==> src/rtl/fb_pkg.sv <==
// Shared constants, command opcodes and FSM state encoding for the
// framebuffer rectangle-fill engine.
package fb_pkg;

  localparam int unsigned FB_WIDTH  = 160;
  localparam int unsigned FB_HEIGHT = 120;
  localparam int unsigned FB_CW     = 8;

  localparam logic [1:0] OP_FILL    = 2'd0;
  localparam logic [1:0] OP_CLEAR   = 2'd1;
  localparam logic [1:0] OP_OUTLINE = 2'd2;

  typedef enum logic [1:0] {
    ST_IDLE,
    ST_SETUP,
    ST_RUN,
    ST_DONE
  } fb_state_e;

endpackage

==> src/rtl/fb_raster_counter.sv <==
// Loadable row-major x/y pixel counter over an inclusive [xa..xb] x [ya..yb]
// window, with advance enable and an optional interior-row x jump (outline).
module fb_raster_counter #(
  parameter int unsigned CW = 8
) (
  input  logic          clk,
  input  logic          rst,
  input  logic          load_i,
  input  logic          adv_i,
  input  logic          jump_en_i,
  input  logic [CW-1:0] xa_i,
  input  logic [CW-1:0] ya_i,
  input  logic [CW-1:0] xb_i,
  input  logic [CW-1:0] yb_i,
  output logic [CW-1:0] x_o,
  output logic [CW-1:0] y_o,
  output logic          last_o
);

  localparam logic [CW-1:0] ONE = CW'(1);

  logic [CW-1:0] x_q, x_d;
  logic [CW-1:0] y_q, y_d;
  logic [CW-1:0] xa_q, ya_q, xb_q, yb_q;
  logic          jump_q;

  assign x_o    = x_q;
  assign y_o    = y_q;
  assign last_o = (x_q == xb_q) && (y_q == yb_q);

  always_comb begin
    x_d = x_q;
    y_d = y_q;
    if (load_i) begin
      x_d = xa_i;
      y_d = ya_i;
    end else if (adv_i && !last_o) begin
      // Row end wins over the jump so a one-column outline degenerates to a fill.
      if (x_q == xb_q) begin
        x_d = xa_q;
        y_d = y_q + ONE;
      end else if (jump_q && (x_q == xa_q) && (y_q != ya_q) && (y_q != yb_q)) begin
        x_d = xb_q;
      end else begin
        x_d = x_q + ONE;
      end
    end
  end

  always_ff @(posedge clk) begin
    if (rst) begin
      x_q    <= '0;
      y_q    <= '0;
      xa_q   <= '0;
      ya_q   <= '0;
      xb_q   <= '0;
      yb_q   <= '0;
      jump_q <= 1'b0;
    end else begin
      x_q <= x_d;
      y_q <= y_d;
      if (load_i) begin
        xa_q   <= xa_i;
        ya_q   <= ya_i;
        xb_q   <= xb_i;
        yb_q   <= yb_i;
        jump_q <= jump_en_i;
      end
    end
  end

endmodule

==> src/rtl/fb_rect_fill.sv <==
// Rectangle fill / clear-screen drawing engine feeding the framebuffer write
// port. Optional outline drawing (cmd_op=2) is enabled by FB_RECT_OUTLINE_EN.
module fb_rect_fill
  import fb_pkg::*;
#(
  parameter int unsigned WIDTH  = FB_WIDTH,
  parameter int unsigned HEIGHT = FB_HEIGHT,
  parameter int unsigned CW     = FB_CW
) (
  input  logic          clk,
  input  logic          rst,
  input  logic          cmd_valid,
  output logic          cmd_ready,
  input  logic [1:0]    cmd_op,
  input  logic [CW-1:0] cmd_x0,
  input  logic [CW-1:0] cmd_y0,
  input  logic [CW-1:0] cmd_x1,
  input  logic [CW-1:0] cmd_y1,
  input  logic [7:0]    cmd_color,
  input  logic          wr_stall,
  output logic [CW-1:0] x_data,
  output logic [CW-1:0] y_data,
  output logic [7:0]    color,
  output logic          write,
  output logic          busy,
  output logic          done
);

  localparam logic [CW-1:0] XMAX = CW'(WIDTH - 1);
  localparam logic [CW-1:0] YMAX = CW'(HEIGHT - 1);

  fb_state_e     state_q, state_d;
  logic          cmd_ready_q, busy_q, done_q, write_q;
  logic [1:0]    op_q;
  logic [CW-1:0] x0_q, y0_q, x1_q, y1_q;
  logic [7:0]    color_q;

  logic          accept;
  logic          load;
  logic          adv;
  logic          last;
  logic          is_clear;
  logic          is_outline;
  logic          empty;
  logic [CW-1:0] xlo, xhi, ylo, yhi;
  logic [CW-1:0] xa, xb, ya, yb;

  assign accept   = cmd_valid && cmd_ready_q;
  assign is_clear = (op_q == OP_CLEAR);

`ifdef FB_RECT_OUTLINE_EN
  assign is_outline = (op_q == OP_OUTLINE);
`else
  assign is_outline = 1'b0;
`endif

  // Normalise corners, then clip the far edge; an off-screen near edge means no pixels.
  always_comb begin
    xlo = (x0_q <= x1_q) ? x0_q : x1_q;
    xhi = (x0_q <= x1_q) ? x1_q : x0_q;
    ylo = (y0_q <= y1_q) ? y0_q : y1_q;
    yhi = (y0_q <= y1_q) ? y1_q : y0_q;
    if (is_clear) begin
      xlo = '0;
      xhi = XMAX;
      ylo = '0;
      yhi = YMAX;
    end
    xa    = xlo;
    ya    = ylo;
    xb    = (xhi > XMAX) ? XMAX : xhi;
    yb    = (yhi > YMAX) ? YMAX : yhi;
    empty = (xa > XMAX) || (ya > YMAX);
  end

  assign adv = (state_q == ST_RUN) && write_q && !wr_stall;

  always_comb begin
    state_d = state_q;
    load    = 1'b0;
    case (state_q)
      ST_IDLE: begin
        if (accept) state_d = ST_SETUP;
      end
      ST_SETUP: begin
        if (empty) begin
          state_d = ST_DONE;
        end else begin
          load    = 1'b1;
          state_d = ST_RUN;
        end
      end
      ST_RUN: begin
        if (adv && last) state_d = ST_DONE;
      end
      ST_DONE: begin
        state_d = ST_IDLE;
      end
      default: state_d = ST_IDLE;
    endcase
  end

  always_ff @(posedge clk) begin
    if (rst) begin
      state_q     <= ST_IDLE;
      cmd_ready_q <= 1'b0;
      busy_q      <= 1'b0;
      done_q      <= 1'b0;
      write_q     <= 1'b0;
      op_q        <= OP_FILL;
      x0_q        <= '0;
      y0_q        <= '0;
      x1_q        <= '0;
      y1_q        <= '0;
      color_q     <= '0;
    end else begin
      state_q     <= state_d;
      cmd_ready_q <= (state_d == ST_IDLE);
      busy_q      <= (state_d != ST_IDLE);
      done_q      <= (state_d == ST_DONE);
      write_q     <= (state_d == ST_RUN);
      if (accept) begin
        op_q    <= cmd_op;
        x0_q    <= cmd_x0;
        y0_q    <= cmd_y0;
        x1_q    <= cmd_x1;
        y1_q    <= cmd_y1;
        color_q <= cmd_color;
      end
    end
  end

  fb_raster_counter #(
    .CW(CW)
  ) u_cnt (
    .clk      (clk),
    .rst      (rst),
    .load_i   (load),
    .adv_i    (adv),
    .jump_en_i(is_outline),
    .xa_i     (xa),
    .ya_i     (ya),
    .xb_i     (xb),
    .yb_i     (yb),
    .x_o      (x_data),
    .y_o      (y_data),
    .last_o   (last)
  );

  assign cmd_ready = cmd_ready_q;
  assign busy      = busy_q;
  assign done      = done_q;
  assign write     = write_q;
  assign color     = color_q;

endmodule

==> config.mk <==
export PLATFORM = sky130hd
export DESIGN_NAME = fb_rect_fill
export DESIGN_NICKNAME = d
export VERILOG_FILES = /design/src/rtl/fb_pkg.sv /design/src/rtl/fb_raster_counter.sv /design/src/rtl/fb_rect_fill.sv
export SDC_FILE = /design/constraint.sdc
export NUM_CORES = 1
export LEC_CHECK = 0
export ABC_AREA = 0
export BUFFER_PORTS_ARGS = -buffer_cell sky130_fd_sc_hd__buf_2
export CAP_MARGIN = 15
export CORE_MARGIN = 5
export CORE_UTILIZATION = 31
export DETAILED_ROUTE_END_ITERATION = 7
export PLACE_DENSITY_LB_ADDON = 0.05
export SLEW_MARGIN = 25
export SYNTH_ARGS = -nofsm -noshare
export SYNTH_HDL_FRONTEND = slang
export SYNTH_SLANG_ARGS = --single-unit
==> constraint.sdc <==
create_clock -name clk -period 2.65 [get_ports clk]
set_input_delay 0.1325 -clock clk [delete_from_list [all_inputs] [get_ports clk]]
set_output_delay 0.1325 -clock clk [all_outputs]
set_load 0.01 [all_outputs]
# Word level (Yosys, flattened, before mapping)
# Index checks and enable logic that the tools add are counted.
[totals] ff_bits=88 input_bits=46 out_inout_bits=28 word_cells=69
[classes] add_sub_neg=2 magnitude_cmp=6 eq_ne=8 n_mux=22 n_reduce_logical=15
[ops] op="8-bit two-way mux" count=16
[ops] op="8-bit by 1-bit adder with 8-bit output, second input constant" count=2
[ops] op="8-bit equality test" count=2
[ops] op="8-bit by 7-bit > comparator with 1-bit output, second input constant" count=2
[ops] op="8-bit > comparator, second input constant" count=2
[ops] op="8-bit less-or-equal comparator" count=2
[ops] op="2-bit equality test, second input constant" count=4
[ops] op="2-bit one-hot mux with 4 select lines" count=1
[ops] op="1-bit logical AND" count=6
[ops] op="2-bit nonzero test" count=3
[ops] op="2-bit by 1-bit equality test with 1-bit output, second input constant" count=2
[ops] op="2-bit logical NOT" count=2
[ops] op="2-bit two-way mux" count=2
[ops] op="1-bit two-way mux" count=3
[ops] op="1-bit logical NOT" count=2
[ops] op="2-bit AND reduction" count=1
[ops] op="1-bit logical OR" count=1

# Logic depth before layout (Yosys ltp)
# Gate-level depths: netlist of run 1.
[logic_depth] word_depth=9 ltp_mapped=14 ltp_nobuf=10

# By module
# Synthesis of run 1 repeated with hierarchy kept, for this count alone.
[unflattened] cells_unflattened=685 hier_area_um2=5516.5
[by_module_without_submodules] module="fb_rect_fill" n_inst=1 cells_per_inst=380 area_each_um2=2845.2 seq_area_each_um2=960.9
[by_module_without_submodules] module="fb_raster_counter" n_inst=1 cells_per_inst=305 area_each_um2=2671.3 seq_area_each_um2=980.9

# Least setup slack after synthesis of run 1
# OpenSTA, ideal clock, no wires.
[synth_path] path_type="reg2reg" from="register y1_q[7]" to="register u_cnt.xa_q[5]" setup_time_ps=132 arrival_time_ps=2450 required_ps=2518 slack_ps=67 path_stages_with_launch=15 n_path_buf=4 period_less_slack_ps=2583 cell_sequence="dfxtp_1 -> inv_1 -> ha_1 -> nand4_1 -> nor2_1 -> a211oi_2 -> nand2b_1 -> buf_4 -> o211ai_2 -> or3_1 -> clkbuf_1 -> buf_2 -> buf_4 -> nand2_1 -> a21oi_1"
[synth_between] elab_chain_cells=7
[synth_rtl] element="start: declaration" line_no="fb_rect_fill.sv:35" text="logic [CW-1:0] x0_q, y0_q, x1_q, y1_q;"
[synth_rtl] element="start signal: assignment" line_no="fb_rect_fill.sv:127" text="y1_q <= cmd_y1;"
[synth_rtl] element="8-bit less-or-equal comparator" line_no="fb_rect_fill.sv:61" text="ylo = (y0_q <= y1_q) ? y0_q : y1_q;"
[synth_rtl] element="8-bit two-way mux *" line_no="fb_rect_fill.sv:61"
[synth_rtl] element="8-bit two-way mux *" line_no="fb_rect_fill.sv:63" text="if (is_clear) begin"
[synth_rtl] element="8-bit by 7-bit > comparator with 1-bit output *" line_no="fb_rect_fill.sv:73" text="empty = (xa > XMAX) || (ya > YMAX);"
[synth_rtl] element="1-bit logical OR *" line_no="fb_rect_fill.sv:73"
[synth_rtl] element="1-bit two-way mux *" line_no="fb_rect_fill.sv:86" text="if (empty) begin"
[synth_rtl] element="1-bit two-way mux *" line_no="fb_rect_fill.sv:81" text="case (state_q)"
[synth_rtl] element="end signal: assignment" line_no="fb_raster_counter.sv:63" text="xa_q <= xa_i;"
[synth_rtl] element="end: declaration" line_no="fb_raster_counter.sv:24" text="logic [CW-1:0] xa_q, ya_q, xb_q, yb_q;"
# Mark *: on every way between the ends. The rest lies on a longest branch, timed or not.
# A chain may end at the register's enable or synchronous reset.

# Final worst setup path of run 1
[layout_path] from="register y1_q[1]" to="register u_cnt.xb_q[6]"
[layout_between] elab_chain_cells=7
[layout_rtl] element="8-bit less-or-equal comparator" line_no="fb_rect_fill.sv:61"
[layout_rtl] element="8-bit two-way mux *" line_no="fb_rect_fill.sv:61"
[layout_rtl] element="8-bit two-way mux *" line_no="fb_rect_fill.sv:63"
[layout_rtl] element="8-bit by 7-bit > comparator with 1-bit output *" line_no="fb_rect_fill.sv:73"
[layout_rtl] element="1-bit logical OR *" line_no="fb_rect_fill.sv:73"
[layout_rtl] element="1-bit two-way mux *" line_no="fb_rect_fill.sv:86"
[layout_rtl] element="1-bit two-way mux *" line_no="fb_rect_fill.sv:81"
[layout_rtl] element="end signal: assignment" line_no="fb_raster_counter.sv:65" text="xb_q <= xb_i;"
[layout_rtl] element="end: declaration" line_no="fb_raster_counter.sv:24"
# Marked as above.

==> out/metrics.yaml, run 1 <==
grt_pass1_vias: 4260
ys_ff_latch: 88
port_buffers: 73
nFillCells: 1558
start_util: 0.315
tightest_slew_ps: 711
die_h_um: 131
slowest_stage: "or3_4"
final_common_cell: "nand2_1"
grt_start_max_net_pins: 56
setup_viol: 0
worst_setup_path_end_kind: "register"
p_int_mw: 3.51
clk_path_buf_depth: 2
ys_top_cells_by_area: "dfxtp_1, nand2_1, a21oi_1, ha_1, o21ai_0"
use_met3: 0.0298
grtUsageTotal: 0.152
vias: 4287
drc: 0
die-width_um: 131
path_clk_slew_ps: 60
core_mm2: 0.0145
finClkSkew_ps: 6.80
place_ws_ps: 13.2
synth_ff_type: "dfxtp_1"
antennaDiodeCount: 0
pin_count: 74
fmax_mhz: 387
synth_cells: 593
synth_top_cell_by_area: "dfxtp_1"
layout_common_cells: "nand2_1, dfxtp_1, a21oi_1"
power.leakage_nw: 2.42
p_seq_frac: 0.303
hp-class: "in -> reg"
p_switching_mw: 2.40
p_per_area_mw_per_mm2: 1000
clock_latency_ps: 340
synthesis.nets: 660
synth-edff-count: 0
place.gp.congestion: 0.817
wl_um: 13100
synth_top_area_share: 0.386
syn-cell-area_mm2: 0.00456
synth_cell_type_count: 50
required_ps: 2930
ant_nets: 0
worstPathArrival_ps: 2870
grt_overflow_total: 0
ir_drop_mv: 0.378
rsz0062_at_grt: "yes"
finalHoldViolCount: 0
crit_fanout: 4
comb_power_share: 0.492
path_common_cell: "or3_4"
avgViaCountPerCell: 4.89
maxSlewHeadroom: 0.526
maxSlewViolCount: 0
clock_sinks: 88
period_share: 0.976
clock-root-buffer: "clkbuf_16"
area_growth_pct: 29.1
dp_hpwl_um: 9690
first_iter_violations: 289
synth.avg_cell_area_um2: 7.69
wl_per_cell_um: 14.9
status: "completed"
layout_setup_ws_ps: 63.2
ys_seq_area_frac: 0.386
top_usage_layer: "met1"
grt_pass1_wl_um: 21700
antenna_found_initial: 0
p_clk_frac: 0.205
crit_chain: "inv_2 -> ha_4 -> nor2b_4 -> o211ai_1 -> a211oi_2 -> nand2b_4 -> o211ai_4 -> or3_4 -> buf_6 -> or3_4 -> a21oi_2"
drive_gt1_frac: 0.254
criticalPathCategory: "reg -> reg"
cp-start-kind: "register"
period_needed_ps: 2590
power_mw: 5.91
use_met1: 0.233
swShare: 0.406
dieArea_mm2: 0.0172
cpPeakStageDelay_ps: 420
setup-tns-final_ps: 0
cts_max_level: 3
drv_cap: 0
dr.pass1.iters: 4
hold_buffers: 0
tritoncts: "yes"
yosysWarnings: 0
row_count: 44
synthArstFlopShare: 0
num-nets-final: 759
gr-usage-met2: 0.205
cts_buffers: 9
==> metrics by stage <==
| step | cells | hold WS (ps) | instance area, um2 | util |
|---|---|---|---|---|
| after floorplan | 593 | 219 | 4560 | - |
| after global placement | 859 | 372 | 5380 | 0.371 |
| after detailed placement | 859 | 379 | 5380 | 0.371 |
| after CTS | 871 | 8.66 | 5650 | 0.390 |
| after global routing | 877 | 23.5 | 5880 | 0.406 |
| final | 877 | 21.6 | 5880 | 0.406 |
==> cells in the mapped netlist (all sizes together), types with 3 or more instances <==
library cell	count
and3	7
nand3	16
nand4	5
inv	21
clkbuf	25
o21ai	38
nor4	5
a211oi	14
nand3b	3
nand2	131
nor3b	4
ha	21
nor3	15
buf	12
a21oi	81
o211ai	5
xor2	21
mux2i	6
o22ai	3
nor2b	8
nor2	34
or3	3
a311oi	4
and2	3
dfxtp	88
==> worst paths after layout <==
| check | start | end | slack (ps) | cells past startpoint |
|---|---|---|---|---|
| setup / recovery | y1_q[1] | u_cnt.xb_q[6] | 60 | 11 |
| hold / removal | cmd_color[3] | color[3] | 20 | 3 |
| setup reg to reg | y1_q[1] | u_cnt.xb_q[6] | 60 | 11 |
| hold reg to reg | x1_q[1] | x1_q[1] | 450 | 2 |
==> power by group through the flow <==
stage	clock [mW]	sequential (mW)	combinational [mW]
6_report	1.21	1.79	2.91
5_1_grt	1.30	1.83	3.24
4_1_cts	1.26	1.79	2.63
3_5_place_dp	0	1.82	2.62
3_3_place_gp	0	1.82	2.60
2_1_floorplan	0	1.81	1.75
==> logic make-up after synthesis <==
logic type	count (synthesis)	share of synthesized area
AOI/OAI and AO/OA	157	0.210
xor gates and xnor gates	23	0.0442
adders and majority gates	21	0.0576
buffers and inverters	58	0.0524
DFF	88	0.386
muxes	7	0.0156
and+or+nand+nor	239	0.234
==> sequential cells by signal, summed over array words and instances, names as in the netlist <==
register and flops:
color 8, u_cnt.x_o 8, u_cnt.xa_q 8, u_cnt.xb_q 8, u_cnt.y_o 8, u_cnt.yb_q 8
x0_q 8, x1_q 8, y0_q 8, y1_q 8, op_q 2, state_q 2
busy 1, cmd_ready 1, done 1, write 1
==> cell type report <==
class                           count  area [um2]  area share
Clock buffer                       10         229      0.0389
Clock inverter                      2        35.0     0.00595
Inverter                           21        78.8      0.0134
Multi-Input combinational cell    447        2720       0.462
Sequential cell                    88        1760       0.300
Tap cell                          184         230      0.0391
Timing Repair Buffer              125         828       0.141
==> timing repair <==
| action | in CTS | in global routing |
|---|---|---|
| resized for setup | 1 | 43 |
| endpoints found under the setup margin | 5 | 38 |
| pin swaps | 0 | 10 |
| setup buffers | 0 | 6 |
| endpoints found under the hold margin | 0 | 0 |
==> metal layers <==
metal / wire, um / up-vias
met4: 231 / 0
li1: - / 2242
met1: 7050 / 1942
met3: 539 / 14
met5: 0 / -
met2: 5270 / 89
==> critical path, delay by kind of cell (launching register included) <==
kind / cells / cell delay [ps]
simple gates: 4 / 1070
compound gates: 4 / 680
flops: 1 / 330
fa+ha+maj: 1 / 250
buf+inv: 2 / 180
Note: power is estimated with default switching activity, not from simulation.
==> run 2: changes to the inputs <==
--- a/config.mk
+++ b/config.mk
@@ -10,5 +10,6 @@
 export CAP_MARGIN = 15
 export CORE_MARGIN = 5
-export CORE_UTILIZATION = 31
+export CORE_UTILIZATION = 40
+export CTS_CLUSTER_SIZE = 12
 export DETAILED_ROUTE_END_ITERATION = 7
 export PLACE_DENSITY_LB_ADDON = 0.05
==> constraint.sdc (replaced) <==
create_clock -name clk -period 2.65 [get_ports clk]
set_input_delay 0.1325 -clock clk [delete_from_list [all_inputs] [get_ports clk]]
set_output_delay 0.1325 -clock clk [all_outputs]
set_load 0.05 [all_outputs]
==> run 2 against run 1 <==
Clock power barely moved. Fmax up 2.3%. Hold slack improved by 1.2 ps. Sequential share of layout area down 0.21 points. Via count grew 1.4%. Largest cell class unchanged. Combinational power grew 15%. Global-route usage grew 3.3 points. Non-clock buffer count is 5 higher. Die area is 21% lower. Final cell count shrank 3.6%. Power grew 7.5%. First-iteration DRC count is 3.8% lower.
==> out/metrics.yaml, run 2 (synthesized netlist as in run 1, its figures left out) <==
status: "completed"
row_count: 39  # -11%
core_mm2: 0.0113  # -22%
nFillCells: 1118  # -28%
cts_max_level: 3  # unchanged
hold_end: "y1_q[7]"
reg2regPathDepth: 12  # +1
path_clk_slew_ps: 70  # about the same
p_int_mw: 3.68  # +4.7%
rsz0062_at_grt: "yes"
antenna_found_initial: 0  # unchanged
hp-class: "in -> reg"
crit_fanout: 10  # +6
start_util: 0.404  # +0.0896
rrSetupSlack_ps: 120  # +60 ps
clock-root-buffer: "clkbuf_16"
die_h_um: 117  # -11%
wl_per_cell_um: 14.6  # -2.1%
maxSlewViolCount: 0  # unchanged
place.gp.congestion: 0.831  # +1.7%
grt_pass1_wl_um: 19900  # -8.2%
final_common_cell: "nand2_1"
num-nets-final: 764  # +0.66%
hold_buffers: 0  # unchanged
clock_latency_ps: 340  # about the same
ir_drop_mv: 0.563  # +49%
setup_viol: 0  # unchanged
cp-start-kind: "register"
whs_path_depth: 3  # unchanged
cts_buffers: 9  # unchanged
setup-tns-final_ps: 0  # unchanged
finalHoldViolCount: 0  # unchanged
dr.pass1.iters: 5  # +1
drc: 0  # unchanged
antennaDiodeCount: 0  # unchanged
maxSlewHeadroom: 0.334  # -0.192
comb_power_share: 0.526  # +0.034
grtUsageTotal: 0.185  # +0.0331
r2r_start: "x1_q[1]"
worst_setup_path_end_kind: "register"
criticalPathCategory: "reg -> reg"
tightest_slew_ps: 1000  # +289 ps
finClkSkew_ps: 7.83  # +1.03 ps
fmax_mhz: 395  # +2.3%
tritoncts: "yes"
die-width_um: 117  # -11%
grt_overflow_total: 0  # unchanged
vias: 4347  # +1.4%
wl_um: 12300  # -5.7%
p_clk_frac: 0.192  # -0.013
ant_nets: 0  # unchanged
dieArea_mm2: 0.0136  # -21%
dpl.cell_count: 816  # -5.0%
period_share: 0.955  # -0.0216
dp_hpwl_um: 9190  # -5.2%
worstReg2RegEnd: "u_cnt.xb_q[4]"
power.leakage_nw: 2.46  # +1.7%
clock_sinks: 88  # unchanged
finalNonFillerCells: 845  # -3.6%
grt_pass1_vias: 4043  # -5.1%
p_seq_frac: 0.281  # -0.022
p_per_area_mw_per_mm2: 1070  # +6.3%
port_buffers: 73  # unchanged
drv_cap: 0  # unchanged
avgViaCountPerCell: 5.14  # +5.2%
layout_common_cells: "nand2_1, dfxtp_1, buf_2"
min_from: "cmd_y1[7]"
period_needed_ps: 2530  # -57.1 ps
worstPathArrival_ps: 2710  # -160 ps
holdWs_ps: 22.8  # +1.19 ps
first_iter_violations: 278  # -3.8%
drive_gt1_frac: 0.289  # +0.0352
clk_path_buf_depth: 2  # unchanged
swShare: 0.421  # +0.0154
p_switching_mw: 2.68  # +12%
pin_count: 74  # unchanged
area_growth_pct: 30.6
grt_start_max_net_pins: 48  # -14%
required_ps: 2830  # -100 ps
## run 2: changes by cell type in the layout (fill, tap and decap cells not counted), moves of 5 or more
cell,change
inv_1,-5
buf_4,+5
a21oi_2,+6
dfxtp_1,-6
a21oi_1,-6
inv_2,+5
dfxtp_2,+6
## run 2: area by class of cell
| cell class | instances | area [um2] | share of cell area |
|---|---|---|---|
| sequential | 88 | 1770 | 0.298 |
| inverter | 21 | 78.8 | 0.0132 |
| timing repair buffer | 130 | 880 | 0.148 |
| clock inverter | 2 | 12.5 | 0.00210 |
| clock buffer | 14 | 274 | 0.0460 |
| multi-input combinational | 447 | 2760 | 0.463 |
| tap | 143 | 179 | 0.0301 |
## run 2: critical path: stages, from the launching register on
cell,delay (ps)
dfxtp_2,320
inv_2,80
ha_4,200
nor2b_1,130
o211ai_2,180
a21oi_2,90
o31ai_4,290
buf_6,150
buf_12,110
mux2i_2,210
nand2_2,120
a211oi_4,350
a211oi_1,140
## run 2: power groups by stage
stage               Clock (mW)  Sequential (mW)  Combinational [mW]
detailed placement           0             1.81                2.86
finish                    1.22             1.79                3.34
global placement             0             1.80                2.80
floorplan                    0             2.09                1.75
global route              1.32             1.82                3.69
CTS                       1.26             1.78                2.87
## run 2: routing by layer
metal  routed length (um)  up-vias  track usage
met2                 5020      105        0.253
li1                     -     2250            -
met5                    0        -            0
met4                  165        0       0.0703
met1                 6560     1983        0.282
met3                  601        9       0.0358
## run 2: repair_timing
item                                    CTS  global route
gates resized for setup                   1            56
pin swaps                                 0            13
setup buffers                             0            11
endpoints found under the setup margin    3            41
cloned                                    0             2
## run 2: per-stage QoR
step / instance area [um2] / total power, mW / setup WS, ps / utilization
after floorplan: 4560 / 3.84 / 67.4 / -
after global placement: 5290 / 4.60 / 17.3 / 0.469
after detailed placement: 5290 / 4.67 / -19.2 / 0.469
after CTS: 5580 / 5.91 / -8.86 / 0.495
after global routing: 5950 / 6.83 / -48.8 / 0.528
final: 5950 / 6.35 / 120 / 0.528
## run 2: how the worst max path moves through the flow
stage	slack [ps]	endpoint	depth (start not counted)	from
4_1_cts	-9	u_cnt.xb_q[4]	10	y1_q[5]
2_1_floorplan	70	u_cnt.xa_q[5]	14	y1_q[7]
6_report	120	u_cnt.xb_q[4]	12	x1_q[1]
3_3_place_gp	20	u_cnt.y_o[1]	11	y1_q[5]
3_5_place_dp	-20	u_cnt.y_o[1]	11	y1_q[5]
5_1_grt	-50	u_cnt.xb_q[4]	12	x1_q[1]
